### config.mk
export PLATFORM = sky130hd
export DESIGN_NAME = incrementer_counter
export DESIGN_NICKNAME = d
export VERILOG_FILES = /design/src/rtl/incrementer_counter.sv
export SDC_FILE = /design/constraint.sdc
export NUM_CORES = 1
export LEC_CHECK = 0
export BUFFER_PORTS_ARGS = -buffer_cell sky130_fd_sc_hd__buf_2
export CORE_MARGIN = 2
export CORE_UTILIZATION = 50
export CTS_BUF_LIST = sky130_fd_sc_hd__clkbuf_4 sky130_fd_sc_hd__clkbuf_8 sky130_fd_sc_hd__clkbuf_16
export CTS_CLUSTER_DIAMETER = 200
export DETAILED_ROUTE_END_ITERATION = 16
export MAX_ROUTING_LAYER = met4
export PLACE_DENSITY_LB_ADDON = 0.12
export SETUP_SLACK_MARGIN = 0.1
export SLEW_MARGIN = 25
export SYNTH_ARGS = -nofsm -noshare
export SYNTH_HDL_FRONTEND = slang
export SYNTH_SLANG_ARGS = --single-unit
### constraint.sdc
create_clock -name clk -period 8.2 [get_ports clk]
set_clock_uncertainty 0.2 [all_clocks]
set_input_delay 1.64 -clock clk [delete_from_list [all_inputs] [get_ports clk]]
set_output_delay 1.64 -clock clk [all_outputs]
set_load 0.005 [all_outputs]
### src/rtl/incrementer_counter.sv
// Registered up/down counter stepping by STEP within 0..limit,
// with wrap or saturate behaviour and one-cycle carry/borrow pulses.
module incrementer_counter #(
    parameter int          WIDTH = 16,
    parameter int unsigned STEP  = 1
) (
    input  logic             clk,
    input  logic             rst_n,
    input  logic             en,
    input  logic             up,
    input  logic             sat,
    input  logic [WIDTH-1:0] limit,
    input  logic             load,
    input  logic [WIDTH-1:0] din,
    output logic [WIDTH-1:0] q,
    output logic             cout,
    output logic             bout,
    output logic             tc
);

    localparam logic [WIDTH:0] S = (WIDTH+1)'(STEP);

    logic [WIDTH:0]   qx, lx, m;
    logic [WIDTH:0]   sum, wrp, dif, brw;
    logic [WIDTH-1:0] q_nx;
    logic             c_nx, b_nx;

    // One extra bit keeps q+STEP and q+M-STEP exact before comparison.
    assign qx  = {1'b0, q};
    assign lx  = {1'b0, limit};
    assign m   = lx + 1'b1;
    assign sum = qx + S;
    assign wrp = sum - m;
    assign dif = qx - S;
    assign brw = qx + m - S;

    always_comb begin
        q_nx = q;
        c_nx = 1'b0;
        b_nx = 1'b0;
        if (load) begin
            q_nx = (din > limit) ? limit : din;
        end else if (en) begin
            if (qx > lx) begin
                // Stale count above a freshly lowered limit.
                if (up) begin
                    c_nx = 1'b1;
                    q_nx = sat ? limit : '0;
                end else begin
                    q_nx = limit;
                end
            end else if (up) begin
                if (sum <= lx) begin
                    q_nx = sum[WIDTH-1:0];
                end else begin
                    c_nx = 1'b1;
                    if (sat)
                        q_nx = limit;
                    else if (wrp > lx)
                        q_nx = '0;
                    else
                        q_nx = wrp[WIDTH-1:0];
                end
            end else begin
                if (qx >= S) begin
                    q_nx = dif[WIDTH-1:0];
                end else begin
                    b_nx = 1'b1;
                    // brw wraps to a large value when STEP > q+M.
                    if (sat)
                        q_nx = '0;
                    else if (brw > lx)
                        q_nx = limit;
                    else
                        q_nx = brw[WIDTH-1:0];
                end
            end
        end
    end

    always_ff @(posedge clk) begin
        if (!rst_n) begin
            q    <= '0;
            cout <= 1'b0;
            bout <= 1'b0;
        end else begin
            q    <= q_nx;
            cout <= c_nx;
            bout <= b_nx;
        end
    end

    assign tc = (up && (q == limit)) || (!up && (q == '0));

endmodule

==> insert_results.sql <==
INSERT INTO impl_metrics (metric_group, metric, value, unit) VALUES
('run_status', 'run_status', 'complete, no violations', ''),
('synth', 'synth.distinct_cells', '82', ''),
('routing', 'routed_wire_length_per_instance', '23.2', 'µm'),
('clocking', 'clk_latency', '0.27', 'ns'),
('sta', 'achievable-frequency', '140', 'MHz'),
('synth', 'synth_enable_flop_cells', '0', ''),
('min_path', 'holdPathEnd', 'q[15]', ''),
('worst_setup_path', 'critPathMaxStageDelay', '0.42', 'ns'),
('floorplanning', 'floorplan.die_area', '14100', 'µm²'),
('synth', 'netlist_area', '6600', 'µm²'),
('sta', 'max-slew-margin-rel', '27.5', '%'),
('synth', 'synthCells', '900', ''),
('power_and_ir_drop', 'irDropWorstVdd', '0.0977', 'mV'),
('routing', 'routed_via_density', '6.82', ''),
('finish', 'synthToLayoutAreaGrowth', '6.60', '%'),
('clocking', 'cts_max_level', '1', ''),
('worst_setup_path', 'worst-path-max-fanout', '14', ''),
('power_and_ir_drop', 'leakage', '3.05', 'nW'),
('clocking', 'clock_sink_count', '18', ''),
('clocking', 'post-cts-setup-buffers', '0', ''),
('synth', 'syn-mean-instance-area', '7.33', 'µm²'),
('worst_setup_path', 'path_class', 'in2reg', ''),
('floorplanning', 'die_height', '119', 'µm'),
('clocking', 'cts_tree', 'built', ''),
('worst_setup_path', 'ff2ff_path_depth', '20', ''),
('worst_setup_path', 'timing.critical_path.cells', 'buf_2 > nand2_1 > o31a_1 > or3_1 > nand2_1 > ha_1 > a211o_1 > a211oi_1 > o21ai_0 > a21oi_1 > o21ai_0 > a21oi_1 > xnor2_1 > ha_1 > nand4_1 > nor4_1 > a21oi_1 > o21ai_0 > a21o_1 > a2111oi_0 > a311o_1 > o211a_1 > o211a_1', ''),
('synth', 'synth-seq-area-share', '5.46', '%'),
('worst_setup_path', 'worstSetupEndpointType', 'flop', ''),
('sta', 'fin_crit_sh', '87.1', '%'),
('worst_setup_path', 'worst_path_max_delay_cell', 'sky130_fd_sc_hd__o31a_1', ''),
('worst_setup_path', 'timing.critical_path.from_type', 'input port', ''),
('finish', 'regArea', '360', 'µm²'),
('synth', 'synth_async_sr_flop_share', '0', '%'),
('routing', 'drtAntennaViolNets', '0', ''),
('run', 'drv.max_cap_violation_count', '0', ''),
('grt', 'global_route.overflow_total', '0', ''),
('worst_setup_path', 'cell_family_contributing_the_most_delay_on_the_critical_path', 'compound AO/OA/AOI/OAI gates', ''),
('finish', 'multi_input_area', '5840', 'µm²'),
('grt', 'grt_pass1_vias', '7004', ''),
('sta', 'timing.final.hold_violations', '0', ''),
('clocking', 'cts_repair_resize_count', '0', ''),
('finish', 'drive_above_1_share', '11.1', '%'),
('placement', 'io_buffers', '56', ''),
('synth', 'netlist.top_cell.by_area', 'sky130_fd_sc_hd__ha_1', ''),
('synth', 'postSynth.topFlopCell', 'sky130_fd_sc_hd__dfxtp_1', ''),
('placement', 'dp_hpwl', '20200', 'µm'),
('finish', 'fillcell_total', '1289', ''),
('worst_setup_path', 'critical_path.reg2reg.startpoint', 'q[1]', ''),
('floorplanning', 'die_w', '119', 'µm'),
('clocking', 'cts_made_buffers', '3', ''),
('sta', 'tns', '0', 'ns'),
('sta', 'timing.final.crit_period', '7.14', 'ns'),
('min_path', 'holdCritStartpoint', 'q[15]', ''),
('worst_setup_path', 'critical_path_buf_inv_count', '1', ''),
('routing', 'drcViolationCount', '0', ''),
('finish', 'diodes', '0', ''),
('min_path', 'min_delay_path_depth', '3', ''),
('routing', 'vias', '7478', ''),
('worst_setup_path', 'worst-r2r-setup-slack', '1.90', 'ns'),
('clocking', 'cts_hold_buffers', '0', ''),
('sta', 'rsz_0062_raised_after_global_routing', 'no', ''),
('floorplanning', 'core_region_area', '12800', 'µm²'),
('placement', 'placement.setup.worst_slack', '0.921', 'ns'),
('clocking', 'ctsLongestPathBuffers', '2', ''),
('sta', 'max_slew.worst_pin.slew', '1.08', 'ns'),
('clocking', 'clk_slew_on_worst_s_h_paths', '0.06', 'ns'),
('floorplanning', 'initial_utilization', '51.7', '%'),
('grt', 'track_usage', '36.4', '%'),
('synth', 'synth.top_cell.area_share', '21.4', '%'),
('synth', 'post_synth_main_area_contributors', 'sky130_fd_sc_hd__ha_1 (21%), sky130_fd_sc_hd__xnor2_1 (6.1%), sky130_fd_sc_hd__o21ai_0 (5.8%)', ''),
('routing', 'drt-total-wl', '25400', 'µm');
==> state kept, by name, summed over array words and instances (netlist names) <==
register,cells
q,16
bout,1
cout,1
==> worst reg2reg max path, cell delays in order (launching register included) <==
cell,delay (ns)
sky130_fd_sc_hd__dfxtp_1,0.70
sky130_fd_sc_hd__inv_1,0.31
sky130_fd_sc_hd__ha_1,0.47
sky130_fd_sc_hd__fa_1,0.47
sky130_fd_sc_hd__maj3_2,0.33
sky130_fd_sc_hd__maj3_2,0.34
sky130_fd_sc_hd__and4_4,0.18
sky130_fd_sc_hd__o311ai_1,0.45
sky130_fd_sc_hd__nand2_1,0.19
sky130_fd_sc_hd__a21oi_1,0.25
sky130_fd_sc_hd__xnor2_1,0.17
sky130_fd_sc_hd__ha_1,0.36
sky130_fd_sc_hd__nand4_1,0.15
sky130_fd_sc_hd__or3_1,0.39
sky130_fd_sc_hd__nor3_1,0.28
sky130_fd_sc_hd__a21oi_1,0.07
sky130_fd_sc_hd__o21a_1,0.15
sky130_fd_sc_hd__a21oi_2,0.10
sky130_fd_sc_hd__buf_4,0.24
sky130_fd_sc_hd__a221oi_2,0.11
sky130_fd_sc_hd__o31ai_2,0.29
==> cells in the final DEF, fill, tap and decap left out, drive strengths merged, types with 4 or more instances in the layout <==
| cell | instances |
|---|---|
| nand2 | 72 |
| a31o | 4 |
| or4 | 6 |
| clkbuf | 4 |
| or3 | 12 |
| nand4 | 20 |
| nand2b | 16 |
| buf | 63 |
| nor4 | 9 |
| xnor2 | 47 |
| nor2 | 46 |
| ha | 113 |
| and4 | 5 |
| nor2b | 15 |
| a31oi | 6 |
| and3 | 4 |
| xor2 | 23 |
| o21ai | 76 |
| a221oi | 22 |
| a21oi | 64 |
| a21o | 14 |
| a211oi | 21 |
| mux2i | 11 |
| o211a | 4 |
| nand3 | 39 |
| a211o | 5 |
| o31ai | 9 |
| o211ai | 24 |
| o21a | 16 |
| dfxtp | 18 |
| inv | 52 |
| a2111oi | 5 |
| nor3 | 26 |
| maj3 | 4 |
==> cell usage after synthesis (3+ instances only) <==
| cell | instances |
|---|---|
| sky130_fd_sc_hd__o221ai_1 | 3 |
| sky130_fd_sc_hd__o211a_1 | 4 |
| sky130_fd_sc_hd__nand4_1 | 18 |
| sky130_fd_sc_hd__or3_1 | 12 |
| sky130_fd_sc_hd__xor2_1 | 22 |
| sky130_fd_sc_hd__xnor2_1 | 46 |
| sky130_fd_sc_hd__o21a_1 | 16 |
| sky130_fd_sc_hd__a2111oi_0 | 5 |
| sky130_fd_sc_hd__ha_1 | 113 |
| sky130_fd_sc_hd__a21o_1 | 14 |
| sky130_fd_sc_hd__o31ai_2 | 4 |
| sky130_fd_sc_hd__o2111ai_1 | 3 |
| sky130_fd_sc_hd__inv_1 | 52 |
| sky130_fd_sc_hd__nand2_1 | 71 |
| sky130_fd_sc_hd__nand2b_1 | 16 |
| sky130_fd_sc_hd__a211o_1 | 5 |
| sky130_fd_sc_hd__a31o_2 | 3 |
| sky130_fd_sc_hd__a31oi_1 | 6 |
| sky130_fd_sc_hd__clkbuf_1 | 24 |
| sky130_fd_sc_hd__a211oi_1 | 18 |
| sky130_fd_sc_hd__o31a_1 | 3 |
| sky130_fd_sc_hd__or4_1 | 6 |
| sky130_fd_sc_hd__o211ai_1 | 24 |
| sky130_fd_sc_hd__a221o_1 | 3 |
| sky130_fd_sc_hd__a221oi_1 | 17 |
| sky130_fd_sc_hd__mux2_2 | 3 |
| sky130_fd_sc_hd__nor2b_1 | 15 |
| sky130_fd_sc_hd__buf_2 | 12 |
| sky130_fd_sc_hd__nor2_1 | 46 |
| sky130_fd_sc_hd__and2_1 | 3 |
| sky130_fd_sc_hd__a221oi_2 | 5 |
| sky130_fd_sc_hd__and3_1 | 4 |
| sky130_fd_sc_hd__nand3_1 | 39 |
| sky130_fd_sc_hd__and4_1 | 4 |
| sky130_fd_sc_hd__o21ai_0 | 76 |
| sky130_fd_sc_hd__or2_2 | 3 |
| sky130_fd_sc_hd__a21oi_1 | 63 |
| sky130_fd_sc_hd__nor4_1 | 7 |
| sky130_fd_sc_hd__a211oi_2 | 3 |
| sky130_fd_sc_hd__mux2i_1 | 11 |
| sky130_fd_sc_hd__nor3_1 | 26 |
| sky130_fd_sc_hd__dfxtp_1 | 18 |
| sky130_fd_sc_hd__o31ai_1 | 5 |
==> power breakdown <==
| part | total (mW) | leakage (nW) | switching [mW] | internal (mW) |
|---|---|---|---|---|
| clock network | 0.123 | 0.0442 | 0.0476 | 0.0749 |
| logic | 1.16 | 2.86 | 0.715 | 0.444 |
| registers | 0.158 | 0.150 | 0.0569 | 0.101 |
==> final cells by class <==
cell class / instances / area share (%)
timing repair buffer: 63 / 4.73
clock buffer: 4 / 1.26
inverter: 52 / 2.77
sequential: 18 / 5.12
multi-input combinational: 787 / 83.1
tap: 172 / 3.06
==> worst max-delay path by stage <==
stage,startpoint,endpoint,slack [ns],cells past startpoint
floorplan,limit[4],q[7],1.55,23
global placement,limit[0],q[15],1.00,23
detailed placement,limit[0],q[15],0.92,22
CTS,limit[0],q[15],1.17,22
global route,limit[0],q[15],0.64,23
finish,limit[0],q[15],1.06,23
==> stage by stage <==
stage	total power, mW	instance area (µm²)	std cells	util [%]	hold WS, ns
after floorplan	0.952	6600	900	-	0.446
final	1.44	7040	1096	55.1	0.610
after global placement	1.28	6950	1092	54.4	0.587
after global routing	1.55	7040	1096	55.1	0.633
after detailed placement	1.27	6950	1092	54.4	0.593
after CTS	1.40	7040	1096	55.1	0.600
==> logic make-up (layout without fill, tap and decap cells) <==
group | count (synthesis) | count (layout) | share of synthesized area (%)
AND/OR/NAND/NOR | 282 | 282 | 22.3
adder cells (fa/ha/maj) | 119 | 119 | 22.7
AO/OA/AOI/OAI | 302 | 302 | 31.8
flip-flops | 18 | 18 | 5.46
buffers and inverters | 95 | 119 | 6.01
XOR/XNOR | 70 | 70 | 9.51
multiplexers | 14 | 14 | 2.18
==> routing by layer <==
layer  vias up  routed length (µm)  track usage, %
met2       501               11000            54.6
met3        75                2810            7.57
met5         -                   0               -
met1      3431               10800            49.3
li1       3471                   -               -
met4         0                 770            10.2
(Power assumes the default switching activity.)
